[config.mk]
export PLATFORM = sky130hd
export DESIGN_NAME = dispatch_stage
export DESIGN_NICKNAME = d
export VERILOG_FILES = /design/src/rtl/dispatch_stage_pkg.sv /design/src/rtl/dispatch_decode.sv /design/src/rtl/dispatch_stage.sv
export SDC_FILE = /design/constraint.sdc
export NUM_CORES = 1
export LEC_CHECK = 0
export ABC_AREA = 1
export CAP_MARGIN = 25
export CORE_AREA = 2 2 196 198
export CTS_BUF_LIST = sky130_fd_sc_hd__clkbuf_4 sky130_fd_sc_hd__clkbuf_8 sky130_fd_sc_hd__clkbuf_16
export DETAILED_ROUTE_END_ITERATION = 8
export DIE_AREA = 0 0 198 200
export SLEW_MARGIN = 20
export SYNTH_ARGS = -nofsm -noshare
export SYNTH_HDL_FRONTEND = slang
export SYNTH_SLANG_ARGS = --single-unit
[constraint.sdc]
create_clock -name clk -period 5.13 [get_ports clk]
set_input_delay 0.7695 -clock clk [delete_from_list [all_inputs] [get_ports clk]]
set_output_delay 0.7695 -clock clk [all_outputs]
set_load 0.02 [all_outputs]
[src/rtl/dispatch_stage_pkg.sv]
// Shared definitions for the dispatch stage: internal op codes, target
// channels, RV32I opcode constants, ROB entry kinds and instruction fields.
package dispatch_stage_pkg;

    localparam int OP_W = 6;

    typedef enum logic [OP_W-1:0] {
        OP_ADD, OP_SUB, OP_SLL, OP_SLT, OP_SLTU, OP_XOR, OP_SRL, OP_SRA, OP_OR, OP_AND,
        OP_ADDI, OP_SLTI, OP_SLTIU, OP_XORI, OP_ORI, OP_ANDI, OP_SLLI, OP_SRLI, OP_SRAI,
        OP_LUI, OP_AUIPC,
        OP_BEQ, OP_BNE, OP_BLT, OP_BGE, OP_BLTU, OP_BGEU, OP_JAL, OP_JALR,
        OP_LB, OP_LH, OP_LW, OP_LBU, OP_LHU,
        OP_SB, OP_SH, OP_SW,
        OP_NONE
    } op_e;

    typedef enum logic [1:0] {
        CH_ALU = 2'd0,
        CH_LSU = 2'd1,
        CH_BRU = 2'd2
    } chan_e;

    localparam logic [6:0] RV_OP     = 7'b0110011;
    localparam logic [6:0] RV_OP_IMM = 7'b0010011;
    localparam logic [6:0] RV_LUI    = 7'b0110111;
    localparam logic [6:0] RV_AUIPC  = 7'b0010111;
    localparam logic [6:0] RV_BRANCH = 7'b1100011;
    localparam logic [6:0] RV_JAL    = 7'b1101111;
    localparam logic [6:0] RV_JALR   = 7'b1100111;
    localparam logic [6:0] RV_LOAD   = 7'b0000011;
    localparam logic [6:0] RV_STORE  = 7'b0100011;

    localparam logic [1:0] ROB_KIND_BRANCH = 2'd1;
    localparam logic [1:0] ROB_KIND_STORE  = 2'd2;
    localparam logic [1:0] ROB_KIND_NORMAL = 2'd3;

    // Instruction field bit intervals
    localparam int OPC_LO = 0;
    localparam int OPC_HI = 6;
    localparam int RD_LO  = 7;
    localparam int RD_HI  = 11;
    localparam int F3_LO  = 12;
    localparam int F3_HI  = 14;
    localparam int RS1_LO = 15;
    localparam int RS1_HI = 19;
    localparam int RS2_LO = 20;
    localparam int RS2_HI = 24;
    localparam int F7_LO  = 25;
    localparam int F7_HI  = 31;

endpackage

[src/rtl/dispatch_decode.sv]
// Combinational RV32I decoder: instruction word -> internal op, target
// channel, sign-extended immediate, operand usage and legality.
module dispatch_decode
    import dispatch_stage_pkg::*;
(
    input  logic [31:0] i_inst,
    output op_e         o_op,
    output chan_e       o_ch,
    output logic [31:0] o_imm,
    output logic        o_uses_rs1,
    output logic        o_uses_rs2,
    output logic        o_writes_rd,
    output logic [1:0]  o_rob_kind,
    output logic        o_legal
);

    logic [6:0]  w_opc;
    logic [2:0]  w_f3;
    logic [6:0]  w_f7;
    logic [31:0] w_imm_i;
    logic [31:0] w_imm_s;
    logic [31:0] w_imm_b;
    logic [31:0] w_imm_u;
    logic [31:0] w_imm_j;

    assign w_opc   = i_inst[OPC_HI:OPC_LO];
    assign w_f3    = i_inst[F3_HI:F3_LO];
    assign w_f7    = i_inst[F7_HI:F7_LO];
    assign w_imm_i = {{20{i_inst[31]}}, i_inst[31:20]};
    assign w_imm_s = {{20{i_inst[31]}}, i_inst[31:25], i_inst[11:7]};
    assign w_imm_b = {{19{i_inst[31]}}, i_inst[31], i_inst[7], i_inst[30:25], i_inst[11:8], 1'b0};
    assign w_imm_u = {i_inst[31:12], 12'd0};
    assign w_imm_j = {{11{i_inst[31]}}, i_inst[31], i_inst[19:12], i_inst[20], i_inst[30:21], 1'b0};

    // Decode opcode/funct fields into op, channel, immediate and operand usage
    always_comb begin
        // NOTE: every output gets a default first so no path leaves it unassigned (no latch).
        o_op        = OP_NONE;
        o_ch        = CH_ALU;
        o_imm       = '0;
        o_uses_rs1  = 1'b0;
        o_uses_rs2  = 1'b0;
        o_writes_rd = 1'b0;
        o_rob_kind  = ROB_KIND_NORMAL;
        o_legal     = 1'b1;
        case (w_opc)
            RV_OP: begin
                o_uses_rs1  = 1'b1;
                o_uses_rs2  = 1'b1;
                o_writes_rd = 1'b1;
                o_legal     = (w_f7 == 7'h00) || (w_f7 == 7'h20 && (w_f3 == 3'd0 || w_f3 == 3'd5));
                case (w_f3)
                    3'd0:    o_op = w_f7[5] ? OP_SUB : OP_ADD;
                    3'd1:    o_op = OP_SLL;
                    3'd2:    o_op = OP_SLT;
                    3'd3:    o_op = OP_SLTU;
                    3'd4:    o_op = OP_XOR;
                    3'd5:    o_op = w_f7[5] ? OP_SRA : OP_SRL;
                    3'd6:    o_op = OP_OR;
                    default: o_op = OP_AND;
                endcase
            end
            RV_OP_IMM: begin
                o_uses_rs1  = 1'b1;
                o_writes_rd = 1'b1;
                o_imm       = w_imm_i;
                case (w_f3)
                    3'd0: o_op = OP_ADDI;
                    3'd1: begin
                        o_op    = OP_SLLI;
                        o_imm   = {27'd0, i_inst[24:20]};
                        o_legal = (w_f7 == 7'h00);
                    end
                    3'd2: o_op = OP_SLTI;
                    3'd3: o_op = OP_SLTIU;
                    3'd4: o_op = OP_XORI;
                    3'd5: begin
                        o_op    = w_f7[5] ? OP_SRAI : OP_SRLI;
                        o_imm   = {27'd0, i_inst[24:20]};
                        o_legal = (w_f7 == 7'h00) || (w_f7 == 7'h20);
                    end
                    3'd6:    o_op = OP_ORI;
                    default: o_op = OP_ANDI;
                endcase
            end
            RV_LUI: begin
                o_op        = OP_LUI;
                o_writes_rd = 1'b1;
                o_imm       = w_imm_u;
            end
            RV_AUIPC: begin
                o_op        = OP_AUIPC;
                o_writes_rd = 1'b1;
                o_imm       = w_imm_u;
            end
            RV_BRANCH: begin
                o_ch       = CH_BRU;
                o_uses_rs1 = 1'b1;
                o_uses_rs2 = 1'b1;
                o_imm      = w_imm_b;
                o_rob_kind = ROB_KIND_BRANCH;
                case (w_f3)
                    3'd0:    o_op = OP_BEQ;
                    3'd1:    o_op = OP_BNE;
                    3'd4:    o_op = OP_BLT;
                    3'd5:    o_op = OP_BGE;
                    3'd6:    o_op = OP_BLTU;
                    3'd7:    o_op = OP_BGEU;
                    default: o_legal = 1'b0;
                endcase
            end
            RV_JAL: begin
                o_op        = OP_JAL;
                o_ch        = CH_BRU;
                o_writes_rd = 1'b1;
                o_imm       = w_imm_j;
            end
            RV_JALR: begin
                o_op        = OP_JALR;
                o_ch        = CH_BRU;
                o_uses_rs1  = 1'b1;
                o_writes_rd = 1'b1;
                o_imm       = w_imm_i;
                o_legal     = (w_f3 == 3'd0);
            end
            RV_LOAD: begin
                o_ch        = CH_LSU;
                o_uses_rs1  = 1'b1;
                o_writes_rd = 1'b1;
                o_imm       = w_imm_i;
                case (w_f3)
                    3'd0:    o_op = OP_LB;
                    3'd1:    o_op = OP_LH;
                    3'd2:    o_op = OP_LW;
                    3'd4:    o_op = OP_LBU;
                    3'd5:    o_op = OP_LHU;
                    default: o_legal = 1'b0;
                endcase
            end
            RV_STORE: begin
                o_ch       = CH_LSU;
                o_uses_rs1 = 1'b1;
                o_uses_rs2 = 1'b1;
                o_imm      = w_imm_s;
                o_rob_kind = ROB_KIND_STORE;
                case (w_f3)
                    3'd0:    o_op = OP_SB;
                    3'd1:    o_op = OP_SH;
                    3'd2:    o_op = OP_SW;
                    default: o_legal = 1'b0;
                endcase
            end
            default: o_legal = 1'b0;
        endcase
    end

endmodule

[src/rtl/dispatch_stage.sv]
// Registered decode/rename/dispatch stage. Decodes one instruction per cycle,
// resolves operands from RF, ROB or the CDBs, allocates a ROB entry, renames
// rd and parks the packet in a one-entry holding register (H) until the
// target channel accepts it, waking pending operands from the CDBs meanwhile.
module dispatch_stage
    import dispatch_stage_pkg::*;
#(
    parameter int DATA_W = 32,
    parameter int REG_W  = 5,
    parameter int TAG_W  = 3,
    parameter int N_CDB  = 2
) (
    input  logic                    clk,
    input  logic                    rst,
    input  logic                    flush,
    input  logic                    inst_valid,
    input  logic [31:0]             inst,
    input  logic [DATA_W-1:0]       inst_pc,
    output logic                    inst_ready,
    output logic [REG_W-1:0]        rf_name1,
    output logic [REG_W-1:0]        rf_name2,
    input  logic                    rf_busy1,
    input  logic                    rf_busy2,
    input  logic [TAG_W-1:0]        rf_tag1,
    input  logic [TAG_W-1:0]        rf_tag2,
    input  logic [DATA_W-1:0]       rf_data1,
    input  logic [DATA_W-1:0]       rf_data2,
    output logic [TAG_W-1:0]        rob_qtag1,
    output logic [TAG_W-1:0]        rob_qtag2,
    input  logic                    rob_qrdy1,
    input  logic                    rob_qrdy2,
    input  logic [DATA_W-1:0]       rob_qval1,
    input  logic [DATA_W-1:0]       rob_qval2,
    input  logic                    rob_full,
    input  logic [TAG_W-1:0]        rob_tail,
    output logic                    rob_alloc,
    output logic [1:0]              rob_kind,
    output logic [REG_W-1:0]        rob_rd,
    output logic [DATA_W-1:0]       rob_pc,
    output logic                    rn_we,
    output logic [REG_W-1:0]        rn_rd,
    input  logic [N_CDB-1:0]        cdb_valid,
    input  logic [N_CDB*TAG_W-1:0]  cdb_tag,
    input  logic [N_CDB*DATA_W-1:0] cdb_data,
    output logic                    alu_valid,
    input  logic                    alu_ready,
    output logic                    lsu_valid,
    input  logic                    lsu_ready,
    output logic                    bru_valid,
    input  logic                    bru_ready,
    output logic [OP_W-1:0]         d_op,
    output logic                    d_busy1,
    output logic                    d_busy2,
    output logic [TAG_W-1:0]        d_tag1,
    output logic [TAG_W-1:0]        d_tag2,
    output logic [DATA_W-1:0]       d_val1,
    output logic [DATA_W-1:0]       d_val2,
    output logic [DATA_W-1:0]       d_imm,
    output logic [DATA_W-1:0]       d_pc,
    output logic [TAG_W-1:0]        d_rob,
    output logic                    illegal
);

    typedef struct packed {
        logic              busy;
        logic [TAG_W-1:0]  tag;
        logic [DATA_W-1:0] val;
    } opnd_t;

    // Priority: RF value, then ROB value, then same-cycle CDB, else pending.
    // Unused operands and x0 resolve to a ready zero.
    function automatic opnd_t resolve(
        input logic              used,
        input logic [REG_W-1:0]  idx,
        input logic              busy,
        input logic [TAG_W-1:0]  tag,
        input logic [DATA_W-1:0] data,
        input logic              qrdy,
        input logic [DATA_W-1:0] qval,
        input logic              hit,
        input logic [DATA_W-1:0] hval
    );
        opnd_t o;
        o = '0;
        if (used && idx != '0) begin
            if (!busy)     o.val = data;
            else if (qrdy) o.val = qval;
            else if (hit)  o.val = hval;
            else begin
                o.busy = 1'b1;
                o.tag  = tag;
            end
        end
        return o;
    endfunction

    // Decoder outputs
    op_e         w_op;
    chan_e       w_ch;
    logic [31:0] w_imm;
    logic        w_uses_rs1;
    logic        w_uses_rs2;
    logic        w_writes_rd;
    logic [1:0]  w_rob_kind;
    logic        w_legal;

    dispatch_decode u_decode (
        .i_inst      (inst),
        .o_op        (w_op),
        .o_ch        (w_ch),
        .o_imm       (w_imm),
        .o_uses_rs1  (w_uses_rs1),
        .o_uses_rs2  (w_uses_rs2),
        .o_writes_rd (w_writes_rd),
        .o_rob_kind  (w_rob_kind),
        .o_legal     (w_legal)
    );

    // Holding register H
    logic              r_valid;
    chan_e             r_ch;
    logic [OP_W-1:0]   r_op;
    logic              r_busy1;
    logic              r_busy2;
    logic [TAG_W-1:0]  r_tag1;
    logic [TAG_W-1:0]  r_tag2;
    logic [DATA_W-1:0] r_val1;
    logic [DATA_W-1:0] r_val2;
    logic [DATA_W-1:0] r_imm;
    logic [DATA_W-1:0] r_pc;
    logic [TAG_W-1:0]  r_rob;

    logic [REG_W-1:0]  w_rd;
    logic              w_h_live;
    logic              w_ch_ready;
    logic              w_fire;
    logic              w_accept;
    logic              w_alloc;
    opnd_t             w_src1;
    opnd_t             w_src2;

    assign w_rd      = REG_W'(inst[RD_HI:RD_LO]);
    assign rf_name1  = REG_W'(inst[RS1_HI:RS1_LO]);
    assign rf_name2  = REG_W'(inst[RS2_HI:RS2_LO]);
    assign rob_qtag1 = rf_tag1;
    assign rob_qtag2 = rf_tag2;

    // CDB tag matches: accept-time operands (rf_tag) and waiting operands (H tags)
    logic [N_CDB-1:0] w_acc_hit1;
    logic [N_CDB-1:0] w_acc_hit2;
    logic [N_CDB-1:0] w_h_hit1;
    logic [N_CDB-1:0] w_h_hit2;

    for (genvar g = 0; g < N_CDB; g++) begin : g_cdb
        assign w_acc_hit1[g] = cdb_valid[g] && (cdb_tag[g*TAG_W +: TAG_W] == rf_tag1);
        assign w_acc_hit2[g] = cdb_valid[g] && (cdb_tag[g*TAG_W +: TAG_W] == rf_tag2);
        assign w_h_hit1[g]   = cdb_valid[g] && (cdb_tag[g*TAG_W +: TAG_W] == r_tag1);
        assign w_h_hit2[g]   = cdb_valid[g] && (cdb_tag[g*TAG_W +: TAG_W] == r_tag2);
    end

    logic [DATA_W-1:0] w_acc_cdb1;
    logic [DATA_W-1:0] w_acc_cdb2;
    logic [DATA_W-1:0] w_h_cdb1;
    logic [DATA_W-1:0] w_h_cdb2;

    // Pick the CDB data per match set; scanning downward lets the lowest bus win
    always_comb begin
        w_acc_cdb1 = '0;
        w_acc_cdb2 = '0;
        w_h_cdb1   = '0;
        w_h_cdb2   = '0;
        for (int i = N_CDB - 1; i >= 0; i--) begin
            if (w_acc_hit1[i]) w_acc_cdb1 = cdb_data[i*DATA_W +: DATA_W];
            if (w_acc_hit2[i]) w_acc_cdb2 = cdb_data[i*DATA_W +: DATA_W];
            if (w_h_hit1[i])   w_h_cdb1   = cdb_data[i*DATA_W +: DATA_W];
            if (w_h_hit2[i])   w_h_cdb2   = cdb_data[i*DATA_W +: DATA_W];
        end
    end

    // Ready of the channel H targets
    always_comb begin
        w_ch_ready = 1'b0;
        case (r_ch)
            CH_ALU:  w_ch_ready = alu_ready;
            CH_LSU:  w_ch_ready = lsu_ready;
            CH_BRU:  w_ch_ready = bru_ready;
            default: w_ch_ready = 1'b0;
        endcase
    end

    // Flush and reset hide H from the channels, so no handshake can complete
    assign w_h_live = r_valid && !flush && !rst;
    assign w_fire   = w_h_live && w_ch_ready;
    assign w_accept = inst_valid && !flush && !rst && !rob_full && (!r_valid || w_fire);
    assign w_alloc  = w_accept && w_legal;

    assign w_src1 = resolve(w_uses_rs1, rf_name1, rf_busy1, rf_tag1, rf_data1,
                            rob_qrdy1, rob_qval1, |w_acc_hit1, w_acc_cdb1);
    assign w_src2 = resolve(w_uses_rs2, rf_name2, rf_busy2, rf_tag2, rf_data2,
                            rob_qrdy2, rob_qval2, |w_acc_hit2, w_acc_cdb2);

    assign inst_ready = w_accept;
    assign illegal    = w_accept && !w_legal;
    assign rob_alloc  = w_alloc;
    assign rob_kind   = w_alloc ? w_rob_kind : 2'd0;
    assign rob_rd     = (w_alloc && w_writes_rd) ? w_rd : '0;
    assign rob_pc     = w_alloc ? inst_pc : '0;
    assign rn_we      = w_alloc && w_writes_rd && (w_rd != '0);
    assign rn_rd      = rn_we ? w_rd : '0;

    assign alu_valid = w_h_live && (r_ch == CH_ALU);
    assign lsu_valid = w_h_live && (r_ch == CH_LSU);
    assign bru_valid = w_h_live && (r_ch == CH_BRU);

    assign d_op    = r_op;
    assign d_busy1 = r_busy1;
    assign d_busy2 = r_busy2;
    assign d_tag1  = r_tag1;
    assign d_tag2  = r_tag2;
    assign d_val1  = r_val1;
    assign d_val2  = r_val2;
    assign d_imm   = r_imm;
    assign d_pc    = r_pc;
    assign d_rob   = r_rob;

    // H update: reset/flush kill, load on legal accept, drop on fire, else CDB wakeup
    always_ff @(posedge clk) begin
        // NOTE: sequential state uses non-blocking assignments so every register samples pre-edge values.
        if (rst) begin
            r_valid <= 1'b0;
            r_ch    <= CH_ALU;
            r_op    <= '0;
            r_busy1 <= 1'b0;
            r_busy2 <= 1'b0;
            r_tag1  <= '0;
            r_tag2  <= '0;
            r_val1  <= '0;
            r_val2  <= '0;
            r_imm   <= '0;
            r_pc    <= '0;
            r_rob   <= '0;
        end else if (flush) begin
            r_valid <= 1'b0;
        end else if (w_alloc) begin
            r_valid <= 1'b1;
            r_ch    <= w_ch;
            r_op    <= w_op;
            r_busy1 <= w_src1.busy;
            r_tag1  <= w_src1.tag;
            r_val1  <= w_src1.val;
            r_busy2 <= w_src2.busy;
            r_tag2  <= w_src2.tag;
            r_val2  <= w_src2.val;
            r_imm   <= DATA_W'(w_imm);
            r_pc    <= inst_pc;
            r_rob   <= rob_tail;
        end else if (w_fire) begin
            r_valid <= 1'b0;
        end else if (r_valid) begin
            if (r_busy1 && |w_h_hit1) begin
                r_busy1 <= 1'b0;
                r_val1  <= w_h_cdb1;
            end
            if (r_busy2 && |w_h_hit2) begin
                r_busy2 <= 1'b0;
                r_val2  <= w_h_cdb2;
            end
        end
    end

endmodule

==> results.py <==
metrics = {
    "clock_network": {
        "post_cts_buffers": 0,
        "clock_sinks": 148,
        "cts-root-buf": "clkbuf_16",
        "cts_tree": "done",
        "insertion_delay_ps": 460,
        "ctsLongestPathBuffers": 2,
        "htree_levels": 4,
        "ctsHoldBuffers": 0,
        "cts_buffers": 17,
        "path_clk_slew_ps": 60,
        "cts.repair.resized": 0,
    },
    "critical_path": {
        "r2r_start": "r_ch[1]",
        "r2r_end": "d_val1[19]",
        "worstPathArrival_ps": 3850,
        "start_kind": "input pin",
        "crit_type": "in2out",
        "endpoint_kind": "output port",
        "rrSetupSlack_ps": 2100,
        "crit_required_ps": 4360,
        "cp_max_fo": 78,
        "r2r_cells": 14,
    },
    "hold_path": {
        "holdCritPathClass": "reg2reg",
        "min_path_cells": 2,
        "min_to": "d_imm[3]",
        "hold_start": "d_imm[3]",
    },
    "floorplanning": {
        "num_rows": 71,
        "die_h_um": 200,
        "dieWidth_um": 198,
        "io_pins": 497,
        "initial_utilization_pct": 31.2,
        "core_area_mm2": 0.0374,
        "dieArea_mm2": 0.0396,
    },
    "route": {
        "drt_iter0_drc": 1025,
        "wl_um": 61400,
        "first_pass_iters": 5,
        "wl_per_cell_um": 20.2,
        "ant_nets": 0,
        "drc": 0,
        "via_per_inst": 5.05,
        "vias": 15300,
    },
    "placed_design": {
        "place_area_mm2": 0.0168,
        "place_ws_ps": 565,
        "dp_hpwl_um": 46900,
        "placed_cells": 2991,
        "gp_congestion": 0.946,
        "port_buffers": 496,
    },
    "timing": {
        "grt_setup_unrepaired": "false",
        "finalClockSkew_ps": 13.5,
        "slew-limit-headroom_pct": 36.0,
        "setup_viol": 0,
        "finalCritPeriodShare_pct": 90.1,
        "setup_slack_ps": 509,
        "min_period_ps": 4620,
        "worstMarginPinSlew_ps": 958,
        "hold_slack_ps": 467,
        "maxSlewViolCount": 0,
        "hold_violations": 0,
        "max_freq_ghz": 0.216,
        "setup_tns_ps": 0,
    },
    "synth": {
        "ys_types": 36,
        "synthesis.nets": 2398,
        "yosysTopAreaCellShare_pct": 25.4,
        "synth_area_mm2": 0.0117,
        "synthCells": 2113,
        "ys_seq_area_share_pct": 25.4,
        "syn_avg_cell_area_um2": 5.52,
        "synthTopCellsByArea": "dfxtp_1, nand2_1, nor2_1",
        "synth_top_area_cell": "dfxtp_1",
        "yosys_warnings": 0,
        "synth-seq-cells": 148,
    },
    "global_routing": {
        "antenna_found_initial": 14,
        "grt_pass1_wl_um": 89100,
        "grt_max_degree": 79,
        "grt_pass1_vias": 14400,
        "grtUsageTotal_pct": 30.1,
        "grt-ovfl-total": 0,
    },
    "finish": {
        "regArea_mm2": 0.00296,
        "utilization_pct": 46.7,
        "fillers": 3983,
        "drive_gt1_share_pct": 6.13,
        "finalNonFillerCells": 3034,
        "area_growth_pct": 49.7,
        "multiInputGateArea_mm2": 0.00738,
        "design_area_mm2": 0.0175,
        "nets": 2785,
    },
    "pwr": {
        "irDropWorstVdd_mv": 0.201,
        "power_frac_comb_pct": 22.2,
        "clockPowerShare_pct": 41.7,
        "power-per-cell-area_mw_per_mm2": 183,
        "p_sw_share_pct": 30.4,
        "power_mw": 3.19,
        "power.internal_mw": 2.22,
        "p_leak_nw": 7.77,
        "switchingPower_uw": 969,
        "seqPwrFrac_pct": 36.1,
    },
    "flow_run": {
        "cap_violations": 0,
    },
    "outcome": {
        "outcome": "complete, no violations",
    },
}
[worst max-delay path, stage by stage]
cell,delay (ps)
clkdlybuf4s50_1,520
inv_2,80
nor2_2,170
nand3_1,270
nand2_1,400
inv_1,110
nand3_1,90
nor2_1,60
nand2_2,140
nand2_8,280
nor2_1,280
clkdlybuf4s50_1,650
[power by group through the flow]
stage / combinational (mW) / sequential [mW] / clock [mW]
finish: 0.707 / 1.15 / 1.33
global placement: 0.695 / 1.18 / 0
detailed placement: 0.696 / 1.18 / 0
CTS: 0.699 / 1.15 / 1.35
global route: 0.762 / 1.15 / 1.39
floorplan: 0.306 / 1.18 / 0
[cells in the final DEF, fill, tap and decap left out, drive strengths merged, types with 11 or more instances in the layout]
master         netlist  final
inv                170    174
diode                0     11
clkdlybuf4s50        0    495
nand3              209    209
nor2               356    356
buf                 74     32
or2                 59     59
nand2              642    642
o21ai              121    121
dfxtp              148    148
clkbuf              85     19
nand3b              65     65
a21oi              127    127
nor3                13     13
[worst max-delay path by stage]
| stage | start | end |
|---|---|---|
| after floorplan | rst | rob_kind[0] |
| after CTS | inst[4] | rob_pc[22] |
| final | inst[4] | rob_pc[22] |
| after global routing | inst[4] | rob_pc[29] |
| after global placement | inst[14] | rob_pc[18] |
| after detailed placement | inst[4] | rob_pc[22] |
[kinds of logic after synthesis]
group,share of synthesized area [%]
and+or+nand+nor,49.7
AOI/OAI and AO/OA,12.5
xor gates and xnor gates,0.450
DFF,25.4
buffers and inverters,11.9
[sequential cells by signal, indices dropped and copies added, names as in the netlist]
name,cells
d_rob,3
d_tag1,3
r_ch,2
d_busy2,1
d_val2,32
d_val1,32
d_tag2,3
d_busy1,1
d_pc,32
d_op,6
d_imm,32
r_valid,1
[routing by layer]
| metal | wire [µm] | up-vias | share of wire [%] | track usage, % |
|---|---|---|---|---|
| met2 | 30000 | 701 | 49 | 53.5 |
| met4 | 2970 | 8 | 4.8 | 16.1 |
| li1 | - | 7464 | - | - |
| met3 | 4630 | 141 | 7.5 | 6.12 |
| met5 | 68 | - | 0.11 | 0 |
| met1 | 23700 | 7010 | 39 | 34.2 |
[cell usage after synthesis]
cell,count
clkinv_1,1
inv_1,162
o221ai_1,1
a21oi_1,127
nand3b_1,65
nand3_1,208
o21ai_0,120
o21ai_1,1
buf_6,2
a22oi_1,8
nor2_1,351
nor4_1,4
buf_1,10
and3_1,2
nand2_1,637
inv_2,8
or2_2,59
nand4_2,1
nand3_2,1
a31oi_1,1
nor3_1,13
buf_2,41
o21bai_1,1
dfxtp_1,148
o22ai_1,8
o211ai_1,4
nor2_4,2
clkbuf_1,85
o22a_1,3
buf_4,21
o2111ai_1,3
xnor2_1,4
o31ai_1,1
xor2_1,2
nor2_2,3
nand2_2,5
[area by class of cell]
| cell class | count | area share, % |
|---|---|---|
| antenna | 11 | 0.158 |
| inverter | 171 | 3.68 |
| sequential | 148 | 17.0 |
| timing repair buffer | 527 | 29.8 |
| tap | 511 | 3.66 |
| clock inverter | 12 | 0.831 |
| clock buffer | 19 | 2.59 |
| multi-input combinational | 1635 | 42.3 |
Power figures use the tool's default switching activity.
